File: config.mk
export PLATFORM = sky130hd
export DESIGN_NAME = weight_bram_writer
export DESIGN_NICKNAME = d
export VERILOG_FILES = /design/src/rtl/weight_bram_writer_pkg.sv /design/src/rtl/weight_bram_writer_dram_word_packer.sv /design/src/rtl/weight_bram_writer.sv
export SDC_FILE = /design/constraint.sdc
export NUM_CORES = 1
export LEC_CHECK = 0
export CORE_AREA = 4 4 205 207
export CTS_BUF_LIST = sky130_fd_sc_hd__clkbuf_8
export DETAILED_ROUTE_END_ITERATION = 16
export DIE_AREA = 0 0 209 211
export GPL_TIMING_DRIVEN = 0
export HOLD_SLACK_MARGIN = 0.08
export PLACE_DENSITY_LB_ADDON = 0.3
export SETUP_SLACK_MARGIN = 0.3
export SLEW_MARGIN = 20
export SYNTH_ARGS = -nofsm -noshare
export SYNTH_HDL_FRONTEND = slang
export SYNTH_SLANG_ARGS = --single-unit
File: constraint.sdc
create_clock -name clk_i -period 19.4 [get_ports clk_i]
set_input_delay 2.91 -clock clk_i [delete_from_list [all_inputs] [get_ports clk_i]]
set_output_delay 2.91 -clock clk_i [all_outputs]
set_load 0.005 [all_outputs]
File: src/rtl/weight_bram_writer_pkg.sv
// rtl/weight_bram_writer_pkg.sv - shared DRAM access state encodings and word-packing constants
package weight_bram_writer_pkg;

  // Encodings shared with the DRAM access controller.
  typedef enum logic [2:0] {
    DRAM_RESET   = 3'b000,
    DRAM_PARAMS  = 3'b001,
    DRAM_WEIGHTS = 3'b010,
    DRAM_SIGNALS = 3'b011,
    DRAM_INPUTS  = 3'b100,
    DRAM_FILLED  = 3'b101
  } dram_state_e;

  typedef enum logic [1:0] {
    WR_IDLE,
    WR_WEIGHT,
    WR_SIGNAL,
    WR_DONE
  } wr_state_e;

  localparam int DEF_DRAM_BEAT_W = 32;
  localparam int DEF_ADDR_W      = 16;
  localparam int DEF_N_ROWS      = 16;
  localparam int DEF_F_WIDTH     = 8;
  localparam int DEF_ROM_SIG_W   = 100;

  function automatic int beats_per_word(input int word_w, input int beat_w);
    return (word_w + beat_w - 1) / beat_w;
  endfunction

endpackage

File: src/rtl/weight_bram_writer_dram_word_packer.sv
// rtl/weight_bram_writer_dram_word_packer.sv - packs DRAM beats into one BRAM word and issues writes
module dram_word_packer #(
  parameter int WORD_W = 128,
  parameter int BEAT_W = 32,
  parameter int BEATS  = 4,
  parameter int ADDR_W = 16
) (
  input  logic              clk_i,
  input  logic              rst_i,
  input  logic              clr_i,
  input  logic              beat_valid_i,
  input  logic [BEAT_W-1:0] beat_data_i,
  input  logic              flush_i,
  output logic              wr_en_o,
  output logic [ADDR_W-1:0] wr_addr_o,
  output logic [WORD_W-1:0] wr_data_o,
  output logic              drop_o
);

  localparam int BUF_W = BEATS * BEAT_W;
  localparam int CNT_W = (BEATS > 1) ? $clog2(BEATS) : 1;
  localparam logic [CNT_W-1:0] LAST_CNT = CNT_W'(BEATS - 1);

  logic [CNT_W-1:0]  cnt_q, cnt_d;
  logic [BUF_W-1:0]  buf_q, buf_d, buf_v;
  logic [ADDR_W-1:0] addr_q, addr_d;
  logic              full_q, full_d;
  logic              wr_en_q, wr_en_d;
  logic [ADDR_W-1:0] wr_addr_q, wr_addr_d;
  logic [WORD_W-1:0] wr_data_q, wr_data_d;
  logic              complete;

  always_comb begin
    cnt_d     = cnt_q;
    buf_d     = buf_q;
    buf_v     = buf_q;
    addr_d    = addr_q;
    full_d    = full_q;
    wr_en_d   = 1'b0;
    wr_addr_d = wr_addr_q;
    wr_data_d = wr_data_q;
    drop_o    = 1'b0;
    complete  = 1'b0;

    if (beat_valid_i) begin
      for (int k = 0; k < BEATS; k++) begin
        if (cnt_q == CNT_W'(k)) buf_v[k*BEAT_W +: BEAT_W] = beat_data_i;
      end
      buf_d    = buf_v;
      cnt_d    = cnt_q + 1'b1;
      complete = (cnt_q == LAST_CNT);
    end else if (flush_i && cnt_q != '0) begin
      complete = 1'b1;
    end

    // Buffer is cleared after every word, so a flushed partial word is already zero-filled.
    if (complete) begin
      cnt_d = '0;
      buf_d = '0;
      if (full_q) begin
        drop_o = 1'b1;
      end else begin
        wr_en_d   = 1'b1;
        wr_addr_d = addr_q;
        wr_data_d = buf_v[WORD_W-1:0];
        if (addr_q == '1) full_d = 1'b1;
        else              addr_d = addr_q + 1'b1;
      end
    end

    if (clr_i) begin
      cnt_d     = '0;
      buf_d     = '0;
      addr_d    = '0;
      full_d    = 1'b0;
      wr_en_d   = 1'b0;
      wr_addr_d = '0;
      wr_data_d = '0;
      drop_o    = 1'b0;
    end
  end

  always_ff @(posedge clk_i or posedge rst_i) begin
    if (rst_i) begin
      cnt_q     <= '0;
      buf_q     <= '0;
      addr_q    <= '0;
      full_q    <= 1'b0;
      wr_en_q   <= 1'b0;
      wr_addr_q <= '0;
      wr_data_q <= '0;
    end else begin
      cnt_q     <= cnt_d;
      buf_q     <= buf_d;
      addr_q    <= addr_d;
      full_q    <= full_d;
      wr_en_q   <= wr_en_d;
      wr_addr_q <= wr_addr_d;
      wr_data_q <= wr_data_d;
    end
  end

  assign wr_en_o   = wr_en_q;
  assign wr_addr_o = wr_addr_q;
  assign wr_data_o = wr_data_q;

endmodule

File: src/rtl/weight_bram_writer.sv
// rtl/weight_bram_writer.sv - routes DRAM read beats into weight/signal BRAM word packers
module weight_bram_writer
  import weight_bram_writer_pkg::*;
#(
  parameter int DATA_IN_DRAM_WIDTH = DEF_DRAM_BEAT_W,
  parameter int SIG_ADDRS_WIDTH    = DEF_ADDR_W,
  parameter int N_ROWS_ARRAY       = DEF_N_ROWS,
  parameter int F_WIDTH            = DEF_F_WIDTH,
  parameter int ROM_SIG_WIDTH      = DEF_ROM_SIG_W
) (
  input  logic                            clk_i,
  input  logic                            weight_wr_addr_rst,
  input  logic [2:0]                      dram_access_state_i,
  input  logic [DATA_IN_DRAM_WIDTH-1:0]   dram_data_i,
  input  logic                            dram_valid_i,
  output logic                            dram_ready_o,
  output logic                            weight_wr_en_o,
  output logic [SIG_ADDRS_WIDTH-1:0]      weight_wr_addr_o,
  output logic [F_WIDTH*N_ROWS_ARRAY-1:0] weight_wr_data_o,
  output logic                            signal_wr_en_o,
  output logic [SIG_ADDRS_WIDTH-1:0]      signal_wr_addr_o,
  output logic [ROM_SIG_WIDTH-1:0]        signal_wr_data_o,
  output logic                            weights_done_o,
  output logic                            signals_done_o,
  output logic                            overflow_o
);

  localparam int WEIGHT_W = F_WIDTH * N_ROWS_ARRAY;
  localparam int BEATS_W  = beats_per_word(WEIGHT_W, DATA_IN_DRAM_WIDTH);
  localparam int BEATS_S  = beats_per_word(ROM_SIG_WIDTH, DATA_IN_DRAM_WIDTH);

  wr_state_e   fsm_q, fsm_d;
  logic        weights_done_q, weights_done_d;
  logic        signals_done_q, signals_done_d;
  logic        overflow_q, overflow_d;
  dram_state_e st;
  logic        sync_clr, w_beat, s_beat, w_flush, s_flush, w_drop, s_drop;

  assign st       = dram_state_e'(dram_access_state_i);
  assign sync_clr = (st == DRAM_RESET);

  // A signal beat may arrive in the same cycle the weight region closes; it is still accepted.
  assign dram_ready_o = (fsm_q == WR_WEIGHT && (st == DRAM_WEIGHTS || st == DRAM_SIGNALS)) ||
                        (fsm_q == WR_SIGNAL && st == DRAM_SIGNALS);
  assign w_beat  = dram_valid_i && fsm_q == WR_WEIGHT && st == DRAM_WEIGHTS;
  assign s_beat  = dram_valid_i && (fsm_q == WR_WEIGHT || fsm_q == WR_SIGNAL) && st == DRAM_SIGNALS;
  assign w_flush = fsm_q == WR_WEIGHT && st != DRAM_WEIGHTS && !sync_clr;
  assign s_flush = fsm_q == WR_SIGNAL && st != DRAM_SIGNALS && !sync_clr;

  always_comb begin
    fsm_d = fsm_q;
    case (fsm_q)
      WR_IDLE: begin
        if (st == DRAM_WEIGHTS)      fsm_d = WR_WEIGHT;
        else if (st == DRAM_SIGNALS) fsm_d = WR_SIGNAL;
      end
      WR_WEIGHT: begin
        if (st != DRAM_WEIGHTS) fsm_d = (st == DRAM_SIGNALS) ? WR_SIGNAL : WR_DONE;
      end
      WR_SIGNAL: begin
        if (st != DRAM_SIGNALS) fsm_d = WR_DONE;
      end
      default: fsm_d = fsm_q;
    endcase
    if (sync_clr) fsm_d = WR_IDLE;

    weights_done_d = !sync_clr && (weights_done_q || w_flush);
    signals_done_d = !sync_clr && (signals_done_q || s_flush);
    overflow_d     = !sync_clr && (overflow_q || w_drop || s_drop);
  end

  always_ff @(posedge clk_i or posedge weight_wr_addr_rst) begin
    if (weight_wr_addr_rst) begin
      fsm_q          <= WR_IDLE;
      weights_done_q <= 1'b0;
      signals_done_q <= 1'b0;
      overflow_q     <= 1'b0;
    end else begin
      fsm_q          <= fsm_d;
      weights_done_q <= weights_done_d;
      signals_done_q <= signals_done_d;
      overflow_q     <= overflow_d;
    end
  end

  dram_word_packer #(
    .WORD_W (WEIGHT_W),
    .BEAT_W (DATA_IN_DRAM_WIDTH),
    .BEATS  (BEATS_W),
    .ADDR_W (SIG_ADDRS_WIDTH)
  ) u_weight_packer (
    .clk_i        (clk_i),
    .rst_i        (weight_wr_addr_rst),
    .clr_i        (sync_clr),
    .beat_valid_i (w_beat),
    .beat_data_i  (dram_data_i),
    .flush_i      (w_flush),
    .wr_en_o      (weight_wr_en_o),
    .wr_addr_o    (weight_wr_addr_o),
    .wr_data_o    (weight_wr_data_o),
    .drop_o       (w_drop)
  );

  dram_word_packer #(
    .WORD_W (ROM_SIG_WIDTH),
    .BEAT_W (DATA_IN_DRAM_WIDTH),
    .BEATS  (BEATS_S),
    .ADDR_W (SIG_ADDRS_WIDTH)
  ) u_signal_packer (
    .clk_i        (clk_i),
    .rst_i        (weight_wr_addr_rst),
    .clr_i        (sync_clr),
    .beat_valid_i (s_beat),
    .beat_data_i  (dram_data_i),
    .flush_i      (s_flush),
    .wr_en_o      (signal_wr_en_o),
    .wr_addr_o    (signal_wr_addr_o),
    .wr_data_o    (signal_wr_data_o),
    .drop_o       (s_drop)
  );

  assign weights_done_o = weights_done_q;
  assign signals_done_o = signals_done_q;
  assign overflow_o     = overflow_q;

endmodule
== After elaboration in Yosys (flattened, before gate mapping) ==
Index checks and enable logic that the tools add are counted.

* Flip-flop bits (word level): 533
* Input port bits: 38
* Output and inout port bits: 266
* Logic and storage cells: 153

* Muxes and demuxes: 71
* Equal/unequal tests: 21
* $add $sub $neg: 4
* Reductions and logical operators: 39

{| class="wikitable"
|+ Operator list
! cell !! number
|-
| 128-bit two-way mux || 6
|-
| 100-bit two-way mux || 6
|-
| 16-bit two-way mux || 14
|-
| 32-bit two-way mux || 7
|-
| 16-bit by 1-bit adder with 16-bit output, second input constant || 2
|-
| 16-bit equality test, second input constant || 2
|-
| 1-bit two-way mux || 25
|-
| 2-bit two-way mux || 11
|-
| 1-bit logical AND || 15
|-
| 3-bit by 2-bit != test with 1-bit output, second input constant || 4
|-
| 2-bit equality test, second input constant || 5
|-
| 2-bit != test, second input constant || 4
|-
| 2-bit nonzero test || 4
|-
| 1-bit logical OR || 7
|-
| 2-bit by 1-bit equality test with 1-bit output, second input constant || 3
|-
| 3-bit by 2-bit equality test with 1-bit output, second input constant || 2
|-
| 2-bit logical NOT || 3
|-
| 2-bit one-hot mux with 3 select lines || 1
|-
| 3-bit AND reduction || 2
|-
| 3-bit nonzero test || 2
|-
| 2-bit by 1-bit adder with 2-bit output, second input constant || 2
|-
| 4-bit two-way mux || 1
|-
| 4-bit != test, second input constant || 1
|-
| 2-bit AND reduction || 2
|-
| 4 further kinds || 4
|}

== Longest topological paths before layout ==
* Depth after elaboration: 11
* Gate-level depth with buffers: 12
* Depth with buffers taken out: 8

== Cells and area by module ==
From an unflattened synthesis, not the netlist that was laid out.

* Cell total of the unflattened synthesis: 1935
* Area, all modules: 22638.0 um^2

{| class="wikitable"
|+ By module, submodules not included
! module !! cells each !! area an instance (um^2) !! seq. area each (um^2) !! instances
|-
| dram_word_packer at u_weight_packer || 1034 || 12607.1 || 7307.0 || 1
|-
| dram_word_packer at u_signal_packer || 857 || 9626.7 || 5905.7 || 1
|-
| weight_bram_writer || 44 || 404.1 || 125.1 || 1
|}

== Worst setup path before layout ==
OpenSTA, ideal clock, no wires.

* Path type: input to output
* Start: input dram_access_state_i[2]
* End: output dram_ready_o
* Slack: 13.198 ns
* Arrival: 3.292 ns
* Data required time: 16.490 ns
* Path buffers: 1
* Stages on the path: 2
* Cells stage by stage: buf_2 -> nor3b_1

* Longest elaborated chain between the ends: 4
* Elaborated cells on any way between the ends: 6
* Those cells by class: eq/ne (2); reduce/logical (4)

{| class="wikitable"
|+ RTL lines
! element !! RTL line !! text
|-
| from (decl) || weight_bram_writer.sv:13 || <nowiki>input logic [2:0] dram_access_state_i,</nowiki>
|-
| 3-bit by 2-bit equality test with 1-bit output (on tied branches) || weight_bram_writer.sv:43, weight_bram_writer.sv:44 ||
|-
| 1-bit logical OR || weight_bram_writer.sv:43 || <nowiki>assign dram_ready_o = (fsm_q == WR_WEIGHT && (st == DRAM_WEIGHTS || st == DRAM_SIGNALS)) ||</nowiki>
|-
| 1-bit logical AND || weight_bram_writer.sv:43 ||
|-
| 1-bit logical OR (*) || weight_bram_writer.sv:43 ||
|-
| to (decl) || weight_bram_writer.sv:16 || <nowiki>output logic dram_ready_o,</nowiki>
|}

Mark *: on every way between the ends. The rest lies on a longest branch, timed or not.

== Worst setup path after layout ==
* Start: input dram_access_state_i[0]
* End: output dram_ready_o

The elaborated chain is that of the path after synthesis.

==> results.md <==
* Top cell by count, worst path: clkdlybuf4s50_1
* RSZ-0062 raised after global routing: no
* Adder-cell area share of the yosys netlist at 0.741%
* Max Cap Viol at 0
* Headroom to the max-slew limit at 20.5%
* Synth Area per Inst at 10.7 um^2
* PortBufs at 299
* CP max-delay cell: clkdlybuf4s50_1
* Synth Area in Compound Gates at 13.9%
* Placed insts at 2880
* Clk_lat worst skew at 0.64 ns
* Hold path cells at 1
* Status: finished, final reports clean
* Fin crit period at 7.57 ns
* Hold_buf cts at 0
* Layout Cells excl Fill at 3031
* Post-synth cell types at 59
* Via Count at 18400
* Clk buf depth at 3
* WHS Endpoint: u_signal_packer.buf_q[96]$_DFF_PP0_
* Share of the synthesized area in the top cell type at 60.7%
* Peak VDD IR at 54.7 uV
* Die Wd at 209 um
* Die height at 211 um
* Core Rows at 74
* Hpwl dp at 48700 um
* Clock skew at 0.0300 ns
* R2R cell count at 10
* DRC Markers at 0
* Drt total wl at 71400 um
* Multi-input logic area at 7730 um^2
* CP peak stage delay at 0.59 ns
* Routed Antenna Nets at 0
* Largest area contributor in the netlist: dfrtp_1
* Fmax at 132 MHz
* Post-Syn Area at 22000 um^2
* Fin. max-slew vios at 0
* Final setup fails at 0
* Share of synthesized flip-flops with an asynchronous set or reset at 100%
* Layout cells sized above 1 at 8.13%
* Commonest register cell after synthesis: dfrtp_1
* Initial core utilization at 54.4%
* Routed vias/inst at 6.08
* Synth Area in Simple Gates at 13.6%
* Vias in the first global route at 18500
* Power Density at 97.6 nW/um^2
* GR Overflow Total at 0
* Nets at 2487
* Placement Setup Slack at 11.90 ns
* Reg-to-reg startpoint: fsm_q[1]$_DFFE_PP0P_
* Post-CTS Resized at 0
* Synthesis-stage register bit count at 533
* Most common cell in the netlist: dfrtp_1
* H-Tree Depth at 3
* Placed Area at 25800 um^2
* Hold slack at 0.488 ns
* Syn_nets at 2094
* # fillers at 3111
* Synth area leaders: dfrtp_1 61%, mux2i_1 6.7%, nand2_1 4.4%
* All-Layer GR Usage at 31.7%
* Clock transition at path regs at 0.06 ns
* Kind of critical path: in2out
* Gp weighted congestion at 0.893
* Die area at 44100 um^2
* Commonest cells post-synth: 533 x dfrtp_1, 260 x nand2_1, 212 x nor2_1
* Finished Cell Area at 27500 um^2
* Reg-to-reg setup timing slack at 16.44 ns
* Period utilization at 39.0%
* First drt pass iteration count at 7
* Ports at 304
* Fin worst setup slack at 11.83 ns
* Cts bufs inserted at 86
* Measured slew at the worst slew-check pin at 1.19 ns
* Final hold viol count at 0
* Global-route wire length before repair at 108000 um
* CP endpoint kind: output port
* Total core area at 40400 um^2
* CP Max Fanout at 10
* CTS tree: done
* Cells after Synth at 2043
* Largest family of logic cells by synthesized area: compound AO/OA/AOI/OAI gates
* Hold Crit Class: reg2reg
* CP arrival at 4.66 ns
* Sequential-to-total area share from yosys stat at 60.7%
* 1st-iter DRT viols at 1613
* CP Launch Type: primary input
* Critical-path cell list: clkdlybuf4s50_1 > buf_6 > a21oi_1 > nor3b_1 > clkdlybuf4s50_1
* Sink Count at 533
* Hold_sp: u_signal_packer.buf_q[96]$_DFF_PP0_
* EDFF count, synth at 0
* # Post-CTS Setup Buffers at 0
* XOR/XNOR Fraction of Synth Area at 0.199%
* Proportion of synthesized area in mux cells at 6.75%
* Routed length per placed instance at 23.5 um
* Root Driver: clkbuf_8
* LEAKAGE at 13.1 nW
* WP data required at 16.49 ns
* Sequential Area at 13300 um^2
* Ys Warns at 0
* Initial antenna violation count at 0
* Area growth syn-to-layout at 25.1%
* Pin count of the biggest net entering global routing at 96
* FF-to-FF End: u_weight_packer.buf_q[83]$_DFF_PP0_
* Setup_tns at 0 ns
critical path, delay by kind of cell:
kind / cells / cell delay (ns)
buffers and inverters: 3 / 1.32
AOI/OAI and AO/OA: 1 / 0.07
and+or+nand+nor: 1 / 0.36
layout by cell type, fill, tap and decap left out, drive strengths merged, types with 4 or more instances in the layout:
cell and instances:
dfrtp 533, clkdlybuf4s50 299, nand2 260, nor2 212, clkbuf 202, mux2i 148, nand3 116, a21oi 100
o22ai 86, a22oi 85, buf 83, a211oi 80, o21ai 75, inv 53, and2 39, ha 13
nor3 10, nand4 9, o311ai 9, and3 8, o211ai 8, or4 7, or3 5, nand2b 5
xnor2 5, a31oi 5, clkinv 5, nor4 4, o31ai 4
metrics by stage:
stage | utilization (%) | power (mW)
floorplan | - | 1.50
global route | 68.0 | 2.79
finish | 68.1 | 2.68
detailed placement | 63.9 | 1.76
global placement | 63.5 | 1.74
CTS | 68.0 | 2.69
routing by layer:
layer | GRT usage (%) | wire [um]
met5 | 0 | 0
met4 | 16.7 | 3950
met3 | 7.95 | 7270
met2 | 46.8 | 31800
met1 | 44.0 | 28400
layout make-up:
type                       instances  share of cell area [%]
buffer                           171                    3.05
sequential                       533                    48.5
timing repair buffer             305                    11.5
clock inverter                    42                   0.660
clock buffer                     108                    5.41
tap                              532                    2.42
inverter                          18                   0.273
multi-input combinational       1321                    28.1
antenna                            1                 0.00911
flip-flops by register name, summed over array words and instances (netlist names):
signal,count
fsm_q,2
overflow_o,1
signals_done_o,1
u_signal_packer.addr_q,16
u_signal_packer.buf_q,100
u_signal_packer.cnt_q,2
u_signal_packer.full_q,1
u_signal_packer.wr_addr_o,16
u_signal_packer.wr_data_o,100
u_signal_packer.wr_en_o,1
u_weight_packer.addr_q,16
u_weight_packer.buf_q,128
u_weight_packer.cnt_q,2
u_weight_packer.full_q,1
u_weight_packer.wr_addr_o,16
u_weight_packer.wr_data_o,128
u_weight_packer.wr_en_o,1
weights_done_o,1
how the worst max path moves through the flow:
stage	from	end	slack, ns	depth (start not counted)
after CTS	dram_access_state_i[0]	dram_ready_o	11.89	5
after floorplan	weight_wr_addr_rst	fsm_q[0]$_DFFE_PP0P_	1.59	1
final	dram_access_state_i[0]	dram_ready_o	11.83	5
after global placement	weight_wr_addr_rst	u_weight_packer.buf_q[102]$_DFF_PP0_	-3.69	2
after detailed placement	dram_access_state_i[0]	dram_ready_o	11.90	5
after global routing	dram_access_state_i[0]	dram_ready_o	11.84	5
kinds of logic after synthesis:
logic type | Yosys count
and+or+nand+nor | 683
DFF | 533
AOI/OAI and AO/OA | 472
buffers and inverters | 189
muxes | 148
adders and majority gates | 13
xor gates and xnor gates | 5
power by group:
group / total, mW / internal [mW] / switching [mW] / leakage, nW
combinational: 0.480 / 0.199 / 0.281 / 4.72
clock: 0.939 / 0.499 / 0.440 / 0.981
sequential: 1.26 / 1.20 / 0.0592 / 7.38
total: 2.68 / 1.90 / 0.780 / 13.1
No activity file was read; power rests on OpenSTA's default activity.
